[src/rtl/ft600_pkg.sv]
// Shared types and constants for the FT600 245-synchronous FIFO bus scheduler.
package ft600_pkg;

  localparam int FT_DATA_W = 16;

  typedef enum logic [2:0] {
    ST_IDLE  = 3'd0,
    ST_RD_OE = 3'd1,
    ST_READ  = 3'd2,
    ST_WR    = 3'd3,
    ST_TURN  = 3'd4
  } ft_state_e;

endpackage

[src/rtl/ft600_skid_fifo.sv]
// Small power-of-two FIFO that absorbs read beats arriving from the FT600 while
// the client stream is stalled; supports push and pop on the same edge.
module ft600_skid_fifo #(
  parameter int DEPTH = 4,
  parameter int WIDTH = 16
) (
  input  logic                     clk,
  input  logic                     rst,
  input  logic                     push,
  input  logic                     pop,
  input  logic [WIDTH-1:0]         wdata,
  output logic [WIDTH-1:0]         rdata,
  output logic [$clog2(DEPTH):0]   count,
  output logic                     empty
);

  localparam int AW = $clog2(DEPTH);
  localparam logic [AW:0]   CNT_FULL = (AW+1)'(DEPTH);
  localparam logic [AW:0]   CNT_ZERO = (AW+1)'(0);
  localparam logic [AW:0]   CNT_ONE  = (AW+1)'(1);
  localparam logic [AW-1:0] PTR_ONE  = AW'(1);

  logic [WIDTH-1:0] mem [DEPTH];
  logic [AW-1:0]    wr_ptr_r;
  logic [AW-1:0]    rd_ptr_r;
  logic [AW:0]      count_r;
  logic             pop_ok_s;
  logic             push_ok_s;

  assign empty     = (count_r == CNT_ZERO);
  assign pop_ok_s  = pop && !empty;
  // A full FIFO still accepts a push when the head leaves on the same edge.
  assign push_ok_s = push && ((count_r != CNT_FULL) || pop_ok_s);
  assign rdata     = mem[rd_ptr_r];
  assign count     = count_r;

  // Storage array; contents are don't-care until the pointers cover them.
  always_ff @(posedge clk) begin
    if (push_ok_s) begin
      mem[wr_ptr_r] <= wdata;
    end
  end

  // Pointer and occupancy bookkeeping.
  always_ff @(posedge clk or posedge rst) begin
    if (rst) begin
      wr_ptr_r <= '0;
      rd_ptr_r <= '0;
      count_r  <= '0;
    end else begin
      if (push_ok_s) begin
        wr_ptr_r <= wr_ptr_r + PTR_ONE;
      end
      if (pop_ok_s) begin
        rd_ptr_r <= rd_ptr_r + PTR_ONE;
      end
      if (push_ok_s && !pop_ok_s) begin
        count_r <= count_r + CNT_ONE;
      end else if (pop_ok_s && !push_ok_s) begin
        count_r <= count_r - CNT_ONE;
      end else begin
        count_r <= count_r;
      end
    end
  end

endmodule

[src/rtl/ft600_bus_sched.sv]
// Shares the FT600 16-bit data bus between the host-to-FPGA read stream and the
// FPGA-to-host write stream, with burst fairness and bus turnaround cycles.
module ft600_bus_sched
  import ft600_pkg::*;
#(
  parameter int MAX_BURST  = 256,
  parameter int SKID_DEPTH = 4
) (
  input  logic                 CLK,
  input  logic                 RST,
  input  logic                 usb_rxf,
  input  logic                 usb_txe,
  output logic                 usb_rd_n,
  output logic                 usb_wr_n,
  output logic                 usb_oe_n,
  input  logic [FT_DATA_W-1:0] iov_O,
  output logic [FT_DATA_W-1:0] iov_I,
  output logic                 iov_T,
  output logic                 rx_enq__ENA,
  output logic [FT_DATA_W-1:0] rx_enq_v,
  input  logic                 rx_enq__RDY,
  input  logic                 tx_enq__ENA,
  input  logic [FT_DATA_W-1:0] tx_enq_v,
  output logic                 tx_enq__RDY
);

  localparam int CW  = $clog2(MAX_BURST + 1);
  localparam int FAW = $clog2(SKID_DEPTH);
  localparam logic [CW-1:0] CNT_ONE    = CW'(1);
  localparam logic [CW-1:0] CNT_MAX    = CW'(MAX_BURST);
  localparam logic [FAW:0]  FIFO_ADMIT = (FAW+1)'(SKID_DEPTH - 3);
  localparam logic [FAW:0]  FIFO_STOP  = (FAW+1)'(SKID_DEPTH - 1);

  ft_state_e              state_r;
  ft_state_e              state_s;
  logic [CW-1:0]          burst_cnt_r;
  logic [CW-1:0]          burst_cnt_s;
  logic                   last_wr_r;
  logic                   last_wr_s;
  logic                   oe_n_r;
  logic                   rd_n_r;
  logic                   wr_n_r;
  logic                   t_r;
  logic [FT_DATA_W-1:0]   dout_r;
  logic [FT_DATA_W-1:0]   dout_s;
  logic                   valid_r;
  logic                   valid_s;

  logic                   capture_s;
  logic                   fifo_pop_s;
  logic                   fifo_empty_s;
  logic [FAW:0]           fifo_cnt_s;
  logic [FAW:0]           fifo_after_s;
  logic                   rd_elig_s;
  logic                   wr_elig_s;
  logic                   tx_rdy_s;
  logic                   tx_acc_s;
  logic                   commit_s;

  ft600_skid_fifo #(
    .DEPTH (SKID_DEPTH),
    .WIDTH (FT_DATA_W)
  ) u_skid (
    .clk   (CLK),
    .rst   (RST),
    .push  (capture_s),
    .pop   (fifo_pop_s),
    .wdata (iov_O),
    .rdata (rx_enq_v),
    .count (fifo_cnt_s),
    .empty (fifo_empty_s)
  );

  // rd_n is low only in READ, so a low strobe with data present is a beat.
  assign capture_s    = !rd_n_r && !usb_rxf;
  assign fifo_pop_s   = !fifo_empty_s && rx_enq__RDY;
  assign fifo_after_s = fifo_cnt_s + {{FAW{1'b0}}, capture_s} - {{FAW{1'b0}}, fifo_pop_s};
  assign rd_elig_s    = !usb_rxf && (fifo_cnt_s <= FIFO_ADMIT);
  assign wr_elig_s    = tx_enq__ENA && !usb_txe;

  assign valid_r  = !wr_n_r;
  assign tx_rdy_s = (state_r == ST_WR) && (!valid_r || !usb_txe) && (burst_cnt_r < CNT_MAX);
  assign tx_acc_s = tx_enq__ENA && tx_rdy_s;
  assign commit_s = valid_r && !usb_txe;

  assign rx_enq__ENA = fifo_pop_s;
  assign tx_enq__RDY = tx_rdy_s;
  assign usb_oe_n    = oe_n_r;
  assign usb_rd_n    = rd_n_r;
  assign usb_wr_n    = wr_n_r;
  assign iov_T       = t_r;
  assign iov_I       = dout_r;

  // Arbitration and burst-termination decisions.
  always_comb begin
    state_s     = state_r;
    burst_cnt_s = burst_cnt_r;
    last_wr_s   = last_wr_r;
    case (state_r)
      ST_IDLE: begin
        if (rd_elig_s && wr_elig_s) begin
          state_s = last_wr_r ? ST_RD_OE : ST_WR;
        end else if (rd_elig_s) begin
          state_s = ST_RD_OE;
        end else if (wr_elig_s) begin
          state_s = ST_WR;
        end else begin
          state_s = ST_IDLE;
        end
      end
      ST_RD_OE: begin
        state_s = ST_READ;
      end
      ST_READ: begin
        if (capture_s) begin
          burst_cnt_s = burst_cnt_r + CNT_ONE;
        end else begin
          burst_cnt_s = burst_cnt_r;
        end
        if (usb_rxf || (fifo_after_s >= FIFO_STOP) || (burst_cnt_s == CNT_MAX)) begin
          state_s   = ST_TURN;
          last_wr_s = 1'b0;
        end else begin
          state_s = ST_READ;
        end
      end
      ST_WR: begin
        if (tx_acc_s) begin
          burst_cnt_s = burst_cnt_r + CNT_ONE;
        end else begin
          burst_cnt_s = burst_cnt_r;
        end
        // An accepted beat always stays in WR until it has been committed.
        if (!valid_r && !tx_acc_s &&
            (!tx_enq__ENA || (burst_cnt_r == CNT_MAX) || usb_txe)) begin
          state_s   = ST_TURN;
          last_wr_s = 1'b1;
        end else begin
          state_s = ST_WR;
        end
      end
      ST_TURN: begin
        state_s     = ST_IDLE;
        burst_cnt_s = '0;
      end
      default: begin
        state_s     = ST_IDLE;
        burst_cnt_s = '0;
        last_wr_s   = 1'b0;
      end
    endcase
  end

  // Write beat register: load on accept, drop on commit, otherwise hold.
  always_comb begin
    valid_s = valid_r;
    dout_s  = dout_r;
    if (tx_acc_s) begin
      valid_s = 1'b1;
      dout_s  = tx_enq_v;
    end else if (commit_s) begin
      valid_s = 1'b0;
    end else begin
      valid_s = valid_r;
    end
  end

  // Pin strobes are decoded from the next state so they change with it.
  always_ff @(posedge CLK or posedge RST) begin
    if (RST) begin
      state_r     <= ST_IDLE;
      burst_cnt_r <= '0;
      last_wr_r   <= 1'b0;
      oe_n_r      <= 1'b1;
      rd_n_r      <= 1'b1;
      wr_n_r      <= 1'b1;
      t_r         <= 1'b1;
      dout_r      <= '0;
    end else begin
      state_r     <= state_s;
      burst_cnt_r <= burst_cnt_s;
      last_wr_r   <= last_wr_s;
      oe_n_r      <= !((state_s == ST_RD_OE) || (state_s == ST_READ));
      rd_n_r      <= (state_s != ST_READ);
      wr_n_r      <= !valid_s;
      t_r         <= (state_s != ST_WR);
      dout_r      <= dout_s;
    end
  end

endmodule

[config.mk]
export PLATFORM = sky130hd
export DESIGN_NAME = ft600_bus_sched
export DESIGN_NICKNAME = d
export VERILOG_FILES = /design/src/rtl/ft600_pkg.sv /design/src/rtl/ft600_skid_fifo.sv /design/src/rtl/ft600_bus_sched.sv
export SDC_FILE = /design/constraint.sdc
export NUM_CORES = 1
export LEC_CHECK = 0
export CORE_MARGIN = 3
export CORE_UTILIZATION = 30
export CTS_BUF_LIST = sky130_fd_sc_hd__clkbuf_4
export DETAILED_ROUTE_END_ITERATION = 6
export GPL_TIMING_DRIVEN = 0
export HOLD_SLACK_MARGIN = 0.03
export RECOVER_POWER = 100
export SLEW_MARGIN = 10
export SYNTH_ARGS = -nofsm -noshare
export SYNTH_HDL_FRONTEND = slang
export SYNTH_HIERARCHICAL = 1
export SYNTH_SLANG_ARGS = --single-unit
[constraint.sdc]
create_clock -name CLK -period 2.9 [get_ports CLK]
set_input_delay 0.58 -clock CLK [delete_from_list [all_inputs] [get_ports CLK]]
set_output_delay 0.58 -clock CLK [all_outputs]
set_load 0.05 [all_outputs]
---- Yosys cells after proc, flatten, opt, wreduce, memory -nomap -nowiden ----
Memories as Yosys holds them, arrays and structs flattened.
Index checks and enable logic that the tools add are counted.
word-level totals
  register bits after elaboration ......... 40
  bits in latches ......................... 0
  RAM bits ................................ 64
  bits in read-only memories .............. 0
  bits of input ports ..................... 38
  output and inout bits ................... 38
  logic and storage cells ................. 98
  memories ................................ 1
memory list
  name        words  width  read ports  clocked after memory_dff  write ports  line                   text
  u_skid.mem  4      16     1           0                         1            ft600_skid_fifo.sv:23  logic [WIDTH-1:0] mem [DEPTH];
operators by class
  $add $sub $neg .......................... 7
  multiply operators ...................... 0
  div/mod/pow operators ................... 0
  $lt $le $gt $ge ......................... 3
  equal/unequal tests ..................... 14
  shifts and indexed selects .............. 0
  muxes and demuxes ....................... 20
  bitwise gates (word level) .............. 2
  reduce and logical (&&, ||, !) cells .... 40
operator list
  kind                                                             count
  two-way mux 9 bit                                                3
  case mux 9 bit (3 select lines)                                  1
  equality test 9 bit (second input constant)                      2
  logical AND 1 bit                                                15
  two-way mux 3 bit                                                4
  case mux 3 bit (4 select lines)                                  1
  logical NOT 1 bit                                                11
  adder 9 x 1 -> 9 bit (second input constant)                     1
  equality test 3 x 2 -> 1 bit (second input constant)             3
  < comparator 9 bit (second input constant)                       1
  two-way mux 2 bit                                                4
  logical OR 1 bit                                                 7
  equality test 3 x 1 -> 1 bit (second input constant)             2
  logical NOT 3 bit                                                2
  two-way mux 1 bit                                                6
  inequality test 3 x 2 -> 1 bit (second input constant)           2
  adder 2 x 1 -> 2 bit (second input constant)                     2
  inequality test 2 bit (second input constant)                    2
  adder 3 x 1 -> 3 bit                                             1
  adder 3 x 1 -> 3 bit (second input constant)                     1
  equality test 3 bit (second input constant)                      1
  >= comparator 3 x 2 -> 1 bit (second input constant)             1
  less-or-equal comparator 3 x 1 -> 1 bit (second input constant)  1
  inequality test 3 bit (second input constant)                    1
  other kinds (10)                                                 11

---- Depth between registers and ports, before layout ----
Gate-level depths: netlist of the first run.
  depth after elaboration ................. 13
  mapped depth ............................ 10
  depth with buffers taken out ............ 10

---- Hierarchy ----
The synthesis of the first run kept the hierarchy.
by module, submodules not included
  module           instances  cells each  area each (um2)  sequential area each (um2)
  ft600_skid_fifo  1          119         2,740.1          2,097.0
  ft600_bus_sched  1          214         1,919.3          830.8

---- Worst setup path before layout of the first run ----
OpenSTA, ideal clock, no wires.
  kind .................................... input to register
  start ................................... input port rx_enq__RDY
  end ..................................... register last_wr_r
  library setup time ...................... 0.126 ns
  data arrival time ....................... 2.923 ns
  required time ........................... 2.774 ns
  path slack .............................. -0.149 ns
  cell stages on the path ................. 9
  cell sequence ........................... nor2b_1 > ha_1 > inv_1 > ha_1 > fa_1 > a21oi_1 > nand2_1 > a21oi_2 > a311o_1
on the way
  cells in the longest elaborated chain, start to end .. 7
RTL lines
  what                             line                    text
  start, declared                  ft600_bus_sched.sv:21   input logic rx_enq__RDY,
  logical AND 1 bit                ft600_bus_sched.sv:76   assign fifo_pop_s = !fifo_empty_s && rx_enq__RDY;
  subtractor 3 x 1 -> 3 bit        ft600_bus_sched.sv:77   assign fifo_after_s = fifo_cnt_s + {{FAW{1'b0}}, capture_s} - {{FAW{1'b0}}, fifo_pop_s};
  >= comparator 3 x 2 -> 1 bit     ft600_bus_sched.sv:120  if (usb_rxf || (fifo_after_s >= FIFO_STOP) || (burst_cnt_s == CNT_MAX)) begin
  logical OR 1 bit (2 in a row)    ft600_bus_sched.sv:120
  inequality test 2 bit (no line)  -
  AND reduction 3 bit (no line)    -
  end signal, assigned             ft600_bus_sched.sv:182  last_wr_r <= last_wr_s;
  end, declared                    ft600_bus_sched.sv:38   logic last_wr_r;
Every way passes these cells.
A chain may end at the register's enable or synchronous reset.

---- Worst setup path after layout of the first run ----
  start ................................... register u_skid.rd_ptr_r[1]
  end ..................................... output port rx_enq_v[6]
on the way
  cells in the longest elaborated chain, start to end .. 1
RTL lines
  what                    line                   text
  start, declared         ft600_skid_fifo.sv:25  logic [AW-1:0] rd_ptr_r;
  start signal, assigned  ft600_skid_fifo.sv:55  rd_ptr_r <= rd_ptr_r + PTR_ONE;
  memory (4 x 16 bit)     -
  end, declared           ft600_bus_sched.sv:20  output logic [FT_DATA_W-1:0] rx_enq_v,
Every way passes these cells.

==> flow_summary.ini, run 1 <==
[finish]
nets = 469
syn_to_final_growth_pct = 21.0
drive_above_1_share_pct = 15.1

[power]
seq_power_share_pct = 37.8
clockPowerShare_pct = 12.7
p_int_mw = 2.89
power.static_leakage_nw = 2.17
power_density_nw_per_um2 = 934
p_sw_mw = 2.38
peakVddDrop_v = 0.000493
swShare_pct = 45.2
combPwrFrac_pct = 49.5

[place]
hpwl_um = 6780
pre_cts_ws_ns = -0.00455
gp_congestion = 0.863
port_buffers = 74

[detailed_routing]
num_vias = 2853
avgViaCountPerCell = 4.69
wire_per_inst_um = 15.6
antenna_left = 0
route.detailed.drc = 0
drt_first_pass_iters = 4
drt_wl_total_um = 9500
initialDrtViolationCount = 136

[critical_path]
cp.required_ns = 2.32
r2r_slack_ns = 0.24
critical_path_peak_fanout = 10
regToRegEndpoint = last_wr_r
crit_end = rx_enq_v[6]
reg2reg_depth = 10
reg2reg_from = u_skid/count[0]
startpoint = u_skid/rd_ptr_r[1]
arrival_ns = 2.15
worstSetupEndpointType = output pin
start_kind = register
worstSetupPathType = reg -> out

[floorplan]
fp-row-count = 44
die-width_um = 131
dieArea_um2 = 17100
start_util_pct = 31.3
core_area_um2 = 14900
die_h_um = 131
pin_count = 76

[synth]
synthDistinctLibCells = 60
synth_enable_flop_cells = 64
synth_warnings = 6
synth_area_um2 = 4660
ys_seq_area_share_pct = 62.8
synth_fp_nets = 384
synth-seq-cells = 104
syn_avg_cell_area_um2 = 14.0
synthArstFlopShare_pct = 38.5
synthCells = 333
synthFlopType = edfxtp_1

[cts]
htree_num_levels = 3
clk_latency_ns = 0.46
clock-root-buffer = clkbuf_4
cts_sinks = 104
cts_tree = yes
clockBufferDepth = 2
cts_buffers = 9
path_clk_slew_ns = 0.15

[sta]
timing.fmax_mhz = 366
whs_ns = 0.489
setup_viol = 0
tns_ns = 0
hold_viol = 0
relSlewSlack_pct = 16.0
worst_slew_pin_slew_ns = 1.26
grt_setup_unrepaired = no
fin_ws_ns = 0.170
fin_crit_ns = 2.73
skew_ns = 0.0110
slew_violations = 0
period_share_pct = 94.2

[grt]
grt_pass1_vias = 3095
antenna_found_initial = 1
grt_max_degree = 34
grt_first_pass_wirelength_um = 15500
grt-ovfl-total = 0
track_usage_pct = 11.7

[min_path]
hold_path.class = in -> async

[run_status]
status = complete, no violations

[run]
cap_viol_max_count = 0
-- flip-flops by register name, indices dropped and copies added (netlist names) --
register and count:
u_skid/wr_ptr_r 2, u_skid/mem 64, usb_oe_n 1, usb_wr_n 1
iov_T 1, burst_cnt_r 9, last_wr_r 1, usb_rd_n 1
u_skid/count 3, state_r 3, iov_I 16, u_skid/rd_ptr_r 2
-- cell usage after synthesis (2+ instances only) --
library cell,n,area [µm²]
and2_2,4,30.0
a22o_1,2,17.5
nor3_1,8,40.0
mux4_2,16,360
buf_6,3,33.8
o21bai_1,2,15.0
or2_2,2,12.5
dfstp_2,4,105
nor4_4,2,42.5
o21ai_1,2,10.0
nor4_1,2,12.5
nor2b_1,2,12.5
nand2b_1,3,18.8
xor2_1,3,26.3
o21ai_0,6,30.0
xnor2_1,13,114
nor2_1,14,52.6
a211oi_1,2,15.0
a21o_1,2,15.0
nand4_1,2,12.5
nand2_1,60,225
edfxtp_1,64,1920
inv_1,18,67.6
dfrtp_1,36,901
clkbuf_1,4,15.0
a21oi_1,7,35.0
and3_2,2,15.0
ha_1,11,138
a31oi_1,2,12.5
fa_1,2,40.0
buf_2,3,15.0
nor3b_1,2,15.0
-- repair_timing --
item / CTS / global route
setup buffers: 0 / 0
gates resized for setup: 17 / 17
hold buffers: 0 / 0
setup endpoints to repair: 17 / 9
-- worst min path at each step --
stage / endpoint / startpoint / slack (ns)
floorplan: u_skid/count[0] / RST / 0.38
global placement: iov_I[10] / iov_I[10] / 0.46
detailed placement: iov_I[12] / iov_I[12] / 0.47
CTS: u_skid/wr_ptr_r[0] / RST / 0.34
global route: u_skid/count[0] / RST / 0.46
finish: u_skid/wr_ptr_r[0] / RST / 0.49
-- metal layers --
| metal | GRT usage [%] | wire length (µm) | part of all wire (%) | up-vias |
|---|---|---|---|---|
| met5 | 0 | 0 | 0 | - |
| met4 | 1.63 | 63 | 0.66 | 0 |
| met3 | 4.67 | 567 | 6.0 | 9 |
| met2 | 19.6 | 4620 | 49 | 67 |
| met1 | 14.7 | 4250 | 45 | 1402 |
| li1 | - | - | - | 1375 |
-- through the flow --
step / area, µm² / total power, mW / cells / util [%]
finish: 5640 / 5.27 / 608 / 37.9
global route: 5640 / 5.61 / 608 / 37.9
CTS: 5730 / 5.48 / 607 / 38.5
detailed placement: 5630 / 4.87 / 591 / 37.9
global placement: 5630 / 4.82 / 591 / 37.9
floorplan: 4660 / 4.01 / 333 / -
-- logic make-up after synthesis --
| kind of cell | count (synthesis) | share of synthesized area (%) |
|---|---|---|
| AOI/OAI and AO/OA | 41 | 7.06 |
| buffers and inverters | 30 | 3.09 |
| muxes | 18 | 8.30 |
| DFF | 104 | 62.8 |
| xor gates and xnor gates | 16 | 3.01 |
| adders and majority gates | 13 | 3.81 |
| and+or+nand+nor | 111 | 11.9 |
-- cell usage in the layout, fill, tap and decap left out, drive strengths merged, types with 9 or more instances in the layout --
cell type	instances
inv	20
nor2	14
ha	11
dfrtp	36
edfxtp	64
clkbuf	26
dlygate4sd2	9
nand2	60
xnor2	13
dlygate4sd3	37
clkdlybuf4s50	19
mux4	16
-- area by class of cell --
cell class | instances | area [µm²]
Clock buffer | 10 | 75.1
Multi-Input combinational cell | 199 | 1550
Buffer | 12 | 61.3
Fill cell | 1425 | 9230
Clock inverter | 6 | 42.5
Antenna cell | 1 | 2.50
Timing Repair Buffer | 74 | 683
Sequential cell | 104 | 2930
Inverter | 18 | 67.6
Tap cell | 184 | 230
-- critical path, stage by stage, from the launching register on --
cell	delay (ns)
dfrtp_1	0.34
buf_2	0.23
buf_2	0.33
mux4_2	0.35
dlygate4sd2_1	0.44
-- power by group through the flow --
stage / Sequential [mW] / Combinational, mW / Clock (mW)
6_report: 1.99 / 2.61 / 0.669
4_1_cts: 2.01 / 2.75 / 0.713
2_1_floorplan: 2.44 / 1.56 / 0
3_3_place_gp: 2.03 / 2.79 / 0
3_5_place_dp: 2.04 / 2.84 / 0
5_1_grt: 2.04 / 2.81 / 0.763
Note: power is estimated with default switching activity, not from simulation.
==> run 2, diff against run 1 <==
--- a/config.mk
+++ b/config.mk
@@ -9,9 +9,9 @@
 export CORE_UTILIZATION = 30
 export CTS_BUF_LIST = sky130_fd_sc_hd__clkbuf_4
 export DETAILED_ROUTE_END_ITERATION = 6
-export GPL_TIMING_DRIVEN = 0
 export HOLD_SLACK_MARGIN = 0.03
 export RECOVER_POWER = 100
+export SKIP_LAST_GASP = 1
 export SLEW_MARGIN = 10
 export SYNTH_ARGS = -nofsm -noshare
 export SYNTH_HDL_FRONTEND = slang
==> run 2 against run 1 <==
Net effect:
- the flow now finishes with violations (capacitance limit, slew limit)
- die area unchanged
- total power increased by 3.2%
- hold slack got worse by 0.011 ns
- maximum frequency increased by 2.1%
- largest cell class unchanged
==> flow_summary.ini, run 2 (synthesized netlist as in run 1, its figures left out) <==
[finish]
final_cell_mix = 64 x edfxtp_1, 60 x nand2_1, 36 x dfrtp_1, 36 x dlygate4sd3_1, 21 x clkdlybuf4s50_1
syn_to_final_growth_pct = 22.6
largest_reg_flops = 64
nets = 473
mostFrequentLayoutCell = edfxtp_1
regMostFlops = u_skid/mem
drive_above_1_share_pct = 18.5
fillers = 1449

[floorplan]
pin_count = 76
fp-row-count = 44
core_area_um2 = 14900
die-width_um = 131
start_util_pct = 31.3
die_h_um = 131
dieArea_um2 = 17100

[sta]
skew_ns = 0.0234
period_share_pct = 92.2
fin_crit_ns = 2.67
timing.fmax_mhz = 374
worst_slew_pin_slew_ns = 1.80
hold_viol = 0
relSlewSlack_pct = -20.2
tns_ns = 0
grt_setup_unrepaired = no
slew_violations = 34
setup_viol = 0
fin_ws_ns = 0.227

[place]
pre_cts_ws_ns = 0.0673
gp_congestion = 0.882
port_buffers = 75
hpwl_um = 6800

[critical_path]
critical_path_peak_fanout = 16
crit_path_max_incr_delay_ns = 0.56
reg2reg_from = u_skid/count[1]
reg2reg_depth = 10
regToRegEndpoint = last_wr_r
crit_end = rx_enq_v[15]
cp_slowest_cell = mux4_2
arrival_ns = 2.09
start_kind = register
startpoint = u_skid/rd_ptr_r[0]
cp.required_ns = 2.32
worstSetupEndpointType = output pin
worstPathCellList = clkbuf_4 > mux4_2 > clkbuf_2
r2r_slack_ns = 0.32
worstSetupPathType = reg -> out

[detailed_routing]
num_vias = 2903
initialDrtViolationCount = 152
wire_per_inst_um = 15.7
drt_wl_total_um = 9640
drt_first_pass_iters = 4
route.detailed.drc = 0
antenna_left = 0
avgViaCountPerCell = 4.74

[cts]
clock-root-buffer = clkbuf_4
clockBufferDepth = 2
cts_tree = yes
hold_buffers = 0
cts_sinks = 104
cts_buffers = 9
post_cts_buffers = 0
cts_resized = 0
clk_latency_ns = 0.46
htree_num_levels = 3
path_clk_slew_ns = 0.17

[run]
cap_viol_max_count = 1

[grt]
grt-ovfl-total = 0
gr-usage-met1_pct = 15.0
track_usage_pct = 11.9
top_usage_layer = met2
grt_max_degree = 34
use_met2_pct = 19.5
grt_pass1_vias = 3065
antenna_found_initial = 1
grt_use_met3_pct = 4.59
grt_first_pass_wirelength_um = 15700

[run_status]
status = finished, violations left
violations = capacitance limit, slew limit

[power]
power.static_leakage_nw = 2.21
peakVddDrop_v = 0.000426
power_density_nw_per_um2 = 952

[min_path]
hold_path.class = in -> async
[run 2: cell types whose count changed in the layout (fill, tap and decap cells not counted), moves of 2 or more]
cell / delta
dlygate4sd2_1: -9
buf_2: +7
buf_4: +5
and2_1: -4
and2_2: +3
bufinv_16: +2
clkbuf_4: +2
clkdlybuf4s50_1: +2
clkinv_2: -2
dfstp_1: +2
dfstp_2: -2
inv_6: +2
[run 2: report_power, final]
group | leakage (nW) | internal (mW) | total (mW) | switching, mW
Clock | 0.0894 | 0.367 | 0.854 | 0.487
Sequential | 1.08 | 1.83 | 2.03 | 0.196
Combinational | 1.05 | 0.855 | 2.55 | 1.70
[run 2: routing by layer]
| layer | wire [µm] | vias up |
|---|---|---|
| met5 | 0 | - |
| met4 | 123 | 0 |
| met3 | 619 | 10 |
| met2 | 4630 | 91 |
| met1 | 4270 | 1419 |
| li1 | - | 1383 |
[run 2: final cells by class]
cell class / count / area [µm²] / area share, %
multi-input combinational: 199 / 1570 / 27.4
tap: 184 / 230 / 4.03
clock inverter: 6 / 90.1 / 1.58
clock buffer: 10 / 75.1 / 1.31
sequential: 104 / 2930 / 51.3
antenna: 2 / 5.00 / 0.0876
inverter: 18 / 67.6 / 1.18
timing repair buffer: 90 / 748 / 13.1
[run 2: metrics by stage]
stage	cell area (µm²)	hold slack, ns	std cells	utilization [%]	power (mW)
final	5710	0.479	613	38.4	5.44
after global routing	5710	0.474	613	38.4	5.81
after CTS	5860	0.321	611	39.4	5.74
after detailed placement	5700	0.466	595	38.3	4.85
after floorplan	4660	0.383	333	-	4.01
after global placement	5700	0.459	595	38.3	4.79
[run 2: worst min path at each step]
| stage | to | slack [ns] | cells after the start |
|---|---|---|---|
| 5_1_grt | u_skid/count[1] | 0.47 | 2 |
| 3_5_place_dp | iov_I[4] | 0.47 | 2 |
| 2_1_floorplan | u_skid/count[0] | 0.38 | 1 |
| 4_1_cts | u_skid/rd_ptr_r[0] | 0.32 | 2 |
| 6_report | u_skid/rd_ptr_r[0] | 0.48 | 2 |
| 3_3_place_gp | iov_I[0] | 0.46 | 2 |
[run 2: critical path: cells and delay by family (launching register included)]
| family | cells | cell delay (ns) |
|---|---|---|
| buffers and inverters | 2 | 0.64 |
| flip-flops | 1 | 0.42 |
| multiplexers | 1 | 0.56 |
